**config.mk**
```make
export PLATFORM = sky130hd
export DESIGN_NAME = if_fetch_ctrl
export DESIGN_NICKNAME = d
export VERILOG_FILES = /design/src/rtl/if_fetch_ctrl.sv
export SDC_FILE = /design/constraint.sdc
export NUM_CORES = 1
export LEC_CHECK = 0
export CAP_MARGIN = 20
export CORE_ASPECT_RATIO = 0.9
export CORE_UTILIZATION = 46
export CTS_CLUSTER_DIAMETER = 40
export CTS_CLUSTER_SIZE = 14
export DETAILED_ROUTE_END_ITERATION = 6
export GPL_TIMING_DRIVEN = 0
export PLACE_DENSITY = 0.76
export SYNTH_ARGS = -nofsm -noshare
export SYNTH_HDL_FRONTEND = slang
export SYNTH_SLANG_ARGS = --single-unit
```
**constraint.sdc**
```tcl
create_clock -name clk -period 5.35 [get_ports clk]
set_clock_uncertainty 0.05 [all_clocks]
set_input_delay 0.8025 -clock clk [delete_from_list [all_inputs] [get_ports clk]]
set_output_delay 0.8025 -clock clk [all_outputs]
set_load 0.1 [all_outputs]
```
**src/rtl/if_fetch_ctrl.sv**
```systemverilog
// Instruction-fetch controller: owns the PC, issues one outstanding imem request, loads IF/ID.
// Response lands in IF/ID one cycle after imem_rvalid; stall_en parks a response in a skid buffer and holds IF/ID.
module if_fetch_ctrl #(
    parameter logic [31:0] RESET_PC = 32'h0000_0000
) (
    input  logic        clk,
    input  logic        rst,
    input  logic        branch,
    input  logic [31:0] redirect_pc,
    input  logic        stall_en,
    output logic        imem_req,
    output logic [31:0] imem_addr,
    input  logic        imem_rvalid,
    input  logic [31:0] imem_rdata,
    output logic        if_id_valid,
    output logic [31:0] if_id_pc,
    output logic [31:0] if_id_inst
);

    typedef enum logic [1:0] {
        S_IDLE = 2'd0,
        S_WAIT = 2'd1,
        S_HELD = 2'd2
    } state_t;

    typedef struct packed {
        logic        valid;
        logic [31:0] pc;
        logic [31:0] inst;
    } if_id_t;

    typedef struct packed {
        logic [31:0] pc;
        logic [31:0] inst;
    } skid_t;

    state_t      state, state_n;
    logic [31:0] pc, pc_n;
    logic        kill, kill_n;
    skid_t       skid, skid_n;
    if_id_t      if_id, if_id_n;
    logic        req_c;

    always_ff @(posedge clk or posedge rst) begin
        if (rst) begin
            state <= S_IDLE;
            pc    <= RESET_PC;
            kill  <= 1'b0;
            skid  <= '0;
            if_id <= '0;
        end else begin
            state <= state_n;
            pc    <= pc_n;
            kill  <= kill_n;
            skid  <= skid_n;
            if_id <= if_id_n;
        end
    end

    always_comb begin
        state_n       = state;
        pc_n          = pc;
        kill_n        = kill;
        skid_n        = skid;
        if_id_n       = if_id;
        req_c         = 1'b0;
        // A free pipeline with nothing to load takes a bubble; a stalled one keeps its entry.
        if_id_n.valid = stall_en ? if_id.valid : 1'b0;

        if (branch) begin
            pc_n          = {redirect_pc[31:2], 2'b00};
            if_id_n.valid = 1'b0;
            unique case (state)
                S_IDLE: state_n = S_IDLE;
                S_WAIT: begin
                    if (imem_rvalid) begin
                        state_n = S_IDLE;
                        kill_n  = 1'b0;
                    end else begin
                        kill_n  = 1'b1;
                    end
                end
                S_HELD:  state_n = S_IDLE;
                default: state_n = S_IDLE;
            endcase
        end else begin
            unique case (state)
                S_IDLE: begin
                    req_c = !stall_en;
                    if (!stall_en) state_n = S_WAIT;
                end
                S_WAIT: begin
                    if (imem_rvalid) begin
                        if (kill) begin
                            // Wrong-path response; pc already holds the redirect target.
                            kill_n  = 1'b0;
                            state_n = S_IDLE;
                        end else if (!stall_en) begin
                            if_id_n = '{valid: 1'b1, pc: pc, inst: imem_rdata};
                            pc_n    = pc + 32'd4;
                            state_n = S_IDLE;
                        end else begin
                            skid_n  = '{pc: pc, inst: imem_rdata};
                            state_n = S_HELD;
                        end
                    end
                end
                S_HELD: begin
                    if (!stall_en) begin
                        if_id_n = '{valid: 1'b1, pc: skid.pc, inst: skid.inst};
                        pc_n    = pc + 32'd4;
                        state_n = S_IDLE;
                    end
                end
                default: state_n = S_IDLE;
            endcase
        end
    end

    assign imem_req    = req_c && !rst;
    assign imem_addr   = pc;
    assign if_id_valid = if_id.valid;
    assign if_id_pc    = if_id.pc;
    assign if_id_inst  = if_id.inst;

endmodule

```
=== Word-level counts from Yosys, hierarchy flattened ===
Index checks and enable logic that the tools add are counted.

* Flip-flop bits (word level): 164
* Output and inout port bits: 98
* Word-level logic and storage cells: 61

* $add $sub $neg: 1
* Equal/unequal tests: 10
* Mux-type cells: 28
* Bitwise operators: 2
* Reduce and logical (&&, ||, !) cells: 12

{| class="wikitable"
|+ Operators with widths
! operator !! count
|-
| $mux W65 || 4
|-
| $pmux W65 S2 || 1
|-
| $mux W32 || 4
|-
| $pmux W32 S2 || 1
|-
| $add A32 B3 Y32 const B || 1
|-
| $mux W2 || 8
|-
| $ne A3 B3 Y1 const B || 4
|-
| $mux W1 || 9
|-
| $ne A2 B2 Y1 const B || 4
|-
| $pmux W2 S3 || 1
|-
| $reduce_and A3 Y1 || 2
|-
| $reduce_and A6 Y1 || 1
|-
| $reduce_and A5 Y1 || 1
|-
| $reduce_bool A2 Y1 || 2
|-
| $reduce_bool A3 Y1 || 1
|-
| $eq A2 B1 Y1 const B || 1
|-
| $eq A2 B2 Y1 const B || 1
|-
| $logic_not A1 Y1 || 2
|-
| $logic_not A2 Y1 || 1
|-
| $not A1 Y1 || 2
|-
| $reduce_and A2 Y1 || 1
|-
| $logic_and A1 B1 Y1 || 1
|}

=== Longest topological paths before layout ===
Gate-level depths: netlist (run 1).

* Depth in word-level cells: 6
* Gate-level depth with buffers: 10
* Mapped depth without buffers: 7

=== Worst setup path after synthesis (run 1) ===
Ideal clock, no wire load.

* Kind: input to output
* Start: input branch
* End: output imem_req
* Data arrival time: 4.331 ns
* Path slack: 0.166 ns
* Cell stages on the path: 3
* Path through: clkbuf_1 buf_1 nor4b_1

* Word-level cells in the longest chain between the ends: 2

{| class="wikitable"
|+ Ends and longest elaborated chain
! item !! line !! RTL
|-
| start: declaration || 8 || <nowiki>input logic branch,</nowiki>
|-
| $mux W1 || 70 || <nowiki>if (branch) begin</nowiki>
|-
| $logic_and A1 B1 Y1 || 120 || <nowiki>assign imem_req = req_c && !rst;</nowiki>
|-
| end: declaration || 11 || <nowiki>output logic imem_req,</nowiki>
|}

Every way passes these cells.

=== Worst setup path after layout (run 1) ===
Ends and elaborated chain as after synthesis.

==> results of run 1 <==
## final timing paths
check | from | endpoint | slack [ns]
worst max-delay path | branch | imem_req | 1.09
worst min-delay path | if_id_inst[9]$_DFFE_PP0P_ | if_id_inst[9]$_DFFE_PP0P_ | 0.43
worst max register to register | state[1]$_DFFE_PP0P_ | if_id_pc[18]$_DFFE_PP0P_ | 2.70
worst min register to register | if_id_inst[9]$_DFFE_PP0P_ | if_id_inst[9]$_DFFE_PP0P_ | 0.43
max in group asynchronous | rst | imem_addr[11]$_DFFE_PP0P_ | 3.58
min in group asynchronous | rst | skid[13]$_DFFE_PP0P_ | 0.81
## cell usage after synthesis, types with 2 or more instances
cell | n | share of area [%]
o21ai_0 | 10 | 0.69
xnor2_1 | 24 | 2.9
buf_1 | 10 | 0.52
clkbuf_1 | 30 | 1.5
and3_1 | 2 | 0.17
and4_1 | 5 | 0.60
mux2_2 | 64 | 9.9
nor2_1 | 7 | 0.36
xor2_1 | 3 | 0.36
buf_4 | 3 | 0.31
o31a_1 | 2 | 0.24
nand2_1 | 99 | 5.1
nand4_1 | 11 | 0.94
and2_1 | 3 | 0.26
nor4_1 | 5 | 0.43
o31ai_1 | 62 | 6.4
buf_2 | 14 | 0.96
dfrtp_1 | 159 | 55
inv_1 | 10 | 0.52
ha_1 | 5 | 0.86
nor4_2 | 3 | 0.52
a21oi_1 | 2 | 0.14
nand3_1 | 8 | 0.55
nor3_1 | 12 | 0.82
o21ai_1 | 17 | 1.2
nand2b_1 | 6 | 0.52
a22oi_1 | 62 | 6.4
## routing by layer
metal / vias to the layer above / track usage (%)
li1: 2756 / -
met1: 2983 / 34.47
met2: 200 / 40.05
met3: 29 / 4.470
met4: 0 / 8.357
met5: - / 0
## registers in the layout, indices dropped and copies added (netlist names)
| register | cells |
|---|---|
| imem_addr | 30 |
| if_id_inst | 32 |
| if_id_pc | 31 |
| skid | 62 |
| kill | 1 |
| if_id_valid | 1 |
| state | 2 |
## worst reg2reg max path: stages (launching register included)
cell and delay, ns:
dfrtp_1 0.40, inv_1 0.11, ha_1 0.28, nand3b_1 0.22, a21oi_2 0.38, nand2b_1 0.09, buf_2 0.21, buf_2 0.24
buf_1 0.29, nand2_1 0.16, o31ai_1 0.08
## where the power goes
group	internal (uW)	leakage, uW	switching [uW]
Sequential	1500	0.00208	199
Combinational	472	0.00153	1060
Clock	902	0.000334	487
## cell families after synthesis
kind of cell	after synthesis	synth area share, %
multiplexers	65	10.03
flip-flops	159	54.59
XOR/XNOR	27	3.245
adder cells (fa/ha/maj)	5	0.8584
buffers and inverters	68	3.897
other	1	0.05145
AO/OA/AOI/OAI	162	15.79
AND/OR/NAND/NOR	169	11.54
## cell type report
| type | instances | area (sq um) |
|---|---|---|
| Fill cell | 1173 | 5557 |
| Sequential cell | 159 | 3979 |
| Buffer | 57 | 242.7 |
| Tap cell | 202 | 252.7 |
| Timing Repair Buffer | 163 | 1649 |
| Multi-Input combinational cell | 430 | 3029 |
| Clock inverter | 13 | 232.7 |
| Clock buffer | 19 | 452.9 |
| Inverter | 11 | 46.29 |
## cell usage in the layout, fill, tap and decap left out, types with 8 or more instances in the layout
| master | count |
|---|---|
| nand2_1 | 99 |
| mux2_2 | 64 |
| buf_2 | 14 |
| dfrtp_1 | 159 |
| nand4_1 | 11 |
| buf_1 | 10 |
| xnor2_1 | 24 |
| a22oi_1 | 62 |
| nand3_1 | 8 |
| clkbuf_16 | 17 |
| clkdlybuf4s50_1 | 162 |
| o21ai_0 | 10 |
| nor3_1 | 12 |
| o21ai_1 | 17 |
| inv_1 | 9 |
| o31ai_1 | 62 |
| clkbuf_1 | 30 |
## through the flow
step / utilization [%] / total power (uW) / setup TNS (ns) / hold slack, ns / setup WS [ns]
floorplan: - / 2798 / 0 / 0.4194 / 0.1662
global placement: 59.36 / 3178 / -267.16 / 0.4085 / -1.686
detailed placement: 59.57 / 3239 / 0 / 0.4200 / 1.062
CTS: 64.01 / 4629 / 0 / 0.4336 / 1.070
global route: 64.01 / 4810 / 0 / 0.4502 / 1.011
finish: 64.01 / 4616 / 0 / 0.4259 / 1.094
==> flow_summary.toml, run 1 <==
[global_routing]
grt_usage_pct = 25.06
grt_overflow = 0
grt_pass1_wl_mm = 31.37
antenna_found_initial = 0
grt_max_degree = 99
grt_pass1_vias = 5981

[critical_path]
cp.depth = 5
reg2reg_depth = 10
crit_type = "in -> out"
cp-end-kind = "output pin"
required_ns = 4.50
cp-start-kind = "input pin"
crit_top_cell = "clkdlybuf4s50_1"
cpLargestDelayFamily = "buffers and inverters"
cpPeakStageDelay_ns = 1.22
worstPathMaxFanout = 10
arrival_ns = 3.40
cp_num_buf_inv = 4
worst_path_max_delay_cell = "clkdlybuf4s50_1"
cp_cell_sequence = "clkdlybuf4s50_1 > clkbuf_1 > buf_1 > nor4b_1 > clkdlybuf4s50_1"

[job]
maxCapViolCount = 0

[cts]
post_cts_buffers = 0
cts_sinks = 159
clk_latency_ns = 0.43
cts_buffers = 17
root_buffer = "clkbuf_16"
postCtsHoldBufs = 0
clkTransAtPathRegs_ns = 0.06
ctsLongestPathBuffers = 2
cts-resized-gates = 0
htree_levels = 4
tritoncts = "done"

[synth]
yosysSeqAreaShare_pct = 54.59
ys_types = 45
synth_area_per_cell_sq_um = 11.11
ys.flop_type = "dfrtp_1"
syn_area_sq_um = 7288
ys_seq_elements = 159
synth_warnings = 0
synth_edf_count = 0
synthArstFlopShare_pct = 100.0
syn_inst = 656

[route]
drtIter0Drc = 405
wl_met3_mm = 1.136
wl_mm = 19.44
dr.pass1.iters = 5
antenna_left = 0
vias = 5968
highest_layer = "met4"
met1_length_mm = 8.734
dr_wl_met2_mm = 9.266
vias_per_cell = 5.662
post-route-drc-count = 0
wl_per_cell_microns = 18.44

[timing]
fmax_ghz = 0.2350
report.final.setup_viol = 0
min_period_ns = 4.256
report.final.slew_viol_count = 0
finalHoldViolCount = 0
finalCritPeriodShare_pct = 79.55
rsz0062_at_grt = "no"
relSlewSlack_pct = 31.43
worst_pin_slew_ns = 1.025

[pwr]
p_per_area_nw_per_um2 = 467.0
p_leak_uw = 0.003945
ir_drop_uv = 259.5

[finish]
instances_no_fill = 1054
antenna_cells = 0
drive_gt1_share_pct = 14.67
fin_area_sq_um = 9884
area_delta_synth_final_pct = 35.62
nNetsFinal = 913

[placed_design]
gp_congestion = 0.8696
dpl.hpwl_mm = 13.77
io_buffers = 162
dp.cells = 1022
placed_area_sq_um = 9199

[floorplanning]
initial_core_util_pct = 47.20
die_x_microns = 134.7
fp.dieArea_sq_um = 16350
core_area_sq_um = 15440
io_pins = 167
core.rowCount = 43
die_y_microns = 121.4

[worst_hold_path]
hold_depth = 2
hold_path.class = "reg -> reg"

[outcome]
status = "finished, final reports clean"
Note: power is estimated with default switching activity, not from simulation.
==> run 2: changes to the inputs <==
--- a/config.mk
+++ b/config.mk
@@ -7,12 +7,12 @@
 export LEC_CHECK = 0
 export CAP_MARGIN = 20
 export CORE_ASPECT_RATIO = 0.9
-export CORE_UTILIZATION = 46
+export CORE_UTILIZATION = 50
 export CTS_CLUSTER_DIAMETER = 40
 export CTS_CLUSTER_SIZE = 14
 export DETAILED_ROUTE_END_ITERATION = 6
 export GPL_TIMING_DRIVEN = 0
-export PLACE_DENSITY = 0.76
+export PLACE_DENSITY = 0.79
 export SYNTH_ARGS = -nofsm -noshare
 export SYNTH_HDL_FRONTEND = slang
 export SYNTH_SLANG_ARGS = --single-unit
==> constraint.sdc (replaced) <==
create_clock -name clk -period 4.4 [get_ports clk]
set_clock_uncertainty 0.05 [all_clocks]
set_input_delay 0.66 -clock clk [delete_from_list [all_inputs] [get_ports clk]]
set_output_delay 0.66 -clock clk [all_outputs]
set_load 0.1 [all_outputs]
==> run 2 against run 1 <==
Compared with the run above: hold slack about the same; sequential share of layout area increased by 0.051 points; largest power group unchanged; combinational power up 22%; setup slack worse by 0.61 ns; largest cell class unchanged; total power rose by 19%; global-route usage rose by 2.7 points; critical endpoint unchanged.
==> flow_summary.toml, run 2 (synthesis results as in run 1) <==
[outcome]
status = "finished, final reports clean"

[critical_path]
cpPeakStageDelay_ns = 1.19
cp-end-kind = "output pin"
required_ns = 3.69
crit_top_cell = "clkdlybuf4s50_1"
worstPathMaxFanout = 10
crit_type = "in -> out"
arrival_ns = 3.21
worst_path_max_delay_cell = "clkdlybuf4s50_1"
cp-start-kind = "input pin"
cp_cell_sequence = "clkdlybuf4s50_1 > clkbuf_1 > buf_1 > nor4b_2 > clkdlybuf4s50_1"

[route]
dr.pass1.iters = 5
vias = 6075
post-route-drc-count = 0
wl_mm = 19.90
vias_per_cell = 5.797
drtIter0Drc = 517
antenna_left = 0
wl_per_cell_microns = 18.99

[cts]
ctsLongestPathBuffers = 2
htree_levels = 4
cts_sinks = 159
tritoncts = "done"
cts_buffers = 17
postCtsHoldBufs = 0
root_buffer = "clkbuf_16"
post_cts_buffers = 0
clk_latency_ns = 0.43
clkTransAtPathRegs_ns = 0.06
cts-resized-gates = 0

[pwr]
pwr-share-clk_pct = 28.1
p_leak_uw = 0.003938
p_sw_share_pct = 38.60
power_uw = 5479
p_sw_uw = 2115
comb_power_share_pct = 34.2
p_per_area_nw_per_um2 = 555.0
cellInternalPower_uw = 3364
ir_drop_uv = 306.8
seq_power_share_pct = 37.7

[timing]
setup-tns-final_ns = 0
fmax_ghz = 0.2551
rsz0062_at_grt = "no"
report.final.slew_viol_count = 0
finalCritPeriodShare_pct = 89.09
report.final.setup_viol = 0
finalHoldViolCount = 0
relSlewSlack_pct = 31.08
min_period_ns = 3.920
worst_pin_slew_ns = 1.031

[global_routing]
grt_pass1_vias = 6068
antenna_found_initial = 0
grt_usage_pct = 27.73
grt_overflow = 0
grt_max_degree = 39
grt_pass1_wl_mm = 31.55

[placed_design]
gp_congestion = 0.8608
io_buffers = 162
dpl.hpwl_mm = 14.08

[finish]
fillers = 1023
nNetsFinal = 916
drive_gt1_share_pct = 15.09
final_cell_mix = "clkdlybuf4s50_1, dfrtp_1, nand2_1"
regMostFlops = "skid"
layout_commonest_cell = "clkdlybuf4s50_1"
post-route-util_pct = 69.98
largest_reg_flops = 62
area_delta_synth_final_pct = 35.45
antenna_cells = 0

[floorplanning]
die_x_microns = 129.3
core_area_sq_um = 14110
fp.dieArea_sq_um = 15060
die_y_microns = 116.5
core.rowCount = 41
initial_core_util_pct = 51.66
io_pins = 167

[job]
maxCapViolCount = 0

[worst_hold_path]
hold_path.class = "reg -> reg"
## run 2: cell count changes in the layout (fill, tap and decap cells not counted), sizes merged
cell / before / now
buf: 28 / 31
bufinv: 6 / 3
clkbuf: 49 / 52
clkinvlp: 1 / 4
inv: 13 / 10
## run 2: path summary, 6_finish.rpt
| check | start | endpoint | slack (ns) | cells past startpoint |
|---|---|---|---|---|
| worst max register to register | state[1]$_DFFE_PP0P_ | skid[27]$_DFFE_PP0P_ | 1.76 | 6 |
| min in group asynchronous | rst | skid[12]$_DFFE_PP0P_ | 0.73 | 2 |
| max in group asynchronous | rst | skid[40]$_DFFE_PP0P_ | 2.66 | 4 |
| worst max-delay path | branch | imem_req | 0.48 | 5 |
| worst min register to register | if_id_inst[24]$_DFFE_PP0P_ | if_id_inst[24]$_DFFE_PP0P_ | 0.43 | 2 |
| worst min-delay path | if_id_inst[24]$_DFFE_PP0P_ | if_id_inst[24]$_DFFE_PP0P_ | 0.43 | 2 |
## run 2: layout make-up
cell class,count,area [sq um],share of cell area [%]
sequential,159,3979,40.30
clock inverter,10,132.6,1.343
clock buffer,22,494.2,5.006
multi-input combinational,430,3035,30.75
inverter,11,45.04,0.4563
tap,193,241.5,2.446
buffer,57,242.7,2.459
timing repair buffer,166,1702,17.24
## run 2: power groups by stage
stage | clock, uW | sequential (uW) | combinational [uW]
6_report | 1540 | 2070 | 1870
5_1_grt | 1620 | 2100 | 1980
4_1_cts | 1560 | 2060 | 1880
3_5_place_dp | 0 | 2080 | 1870
3_3_place_gp | 0 | 2050 | 1810
2_1_floorplan | 0 | 2710 | 689
## run 2: metrics by stage
stage                     setup WS [ns]  hold slack, ns  area [sq um]  cells
after floorplan                  0.8929          0.4194          7302    657
after global placement           0.4526          0.4094          9165   1012
after detailed placement         0.4686          0.4163          9245   1016
after CTS                        0.4600          0.4296          9872   1048
after global routing             0.3952          0.4461          9872   1048
final                            0.4800          0.4258          9872   1048
## run 2: worst max-delay path, delay by kind of cell
kind | cells | cell delay [ns]
buffers and inverters | 4 | 2.23
AND/OR/NAND/NOR | 1 | 0.31
## run 2: per-layer routing
layer / share of wire (%) / vias up / global-route usage [%]
met4: 1.3 / 0 / 8.392
met3: 7.2 / 26 / 7.009
met1: 44 / 3043 / 37.21
li1: - / 2760 / -
met2: 47 / 246 / 44.59
met5: 0 / - / 0
==> run 3: changes to the inputs <==
--- a/config.mk
+++ b/config.mk
@@ -5,7 +5,6 @@
 export SDC_FILE = /design/constraint.sdc
 export NUM_CORES = 1
 export LEC_CHECK = 0
-export CAP_MARGIN = 20
 export CORE_ASPECT_RATIO = 0.9
 export CORE_UTILIZATION = 50
 export CTS_CLUSTER_DIAMETER = 40
==> results of run 3 <==
The final DEF is identical to that of run 2; final timing and power are the same.
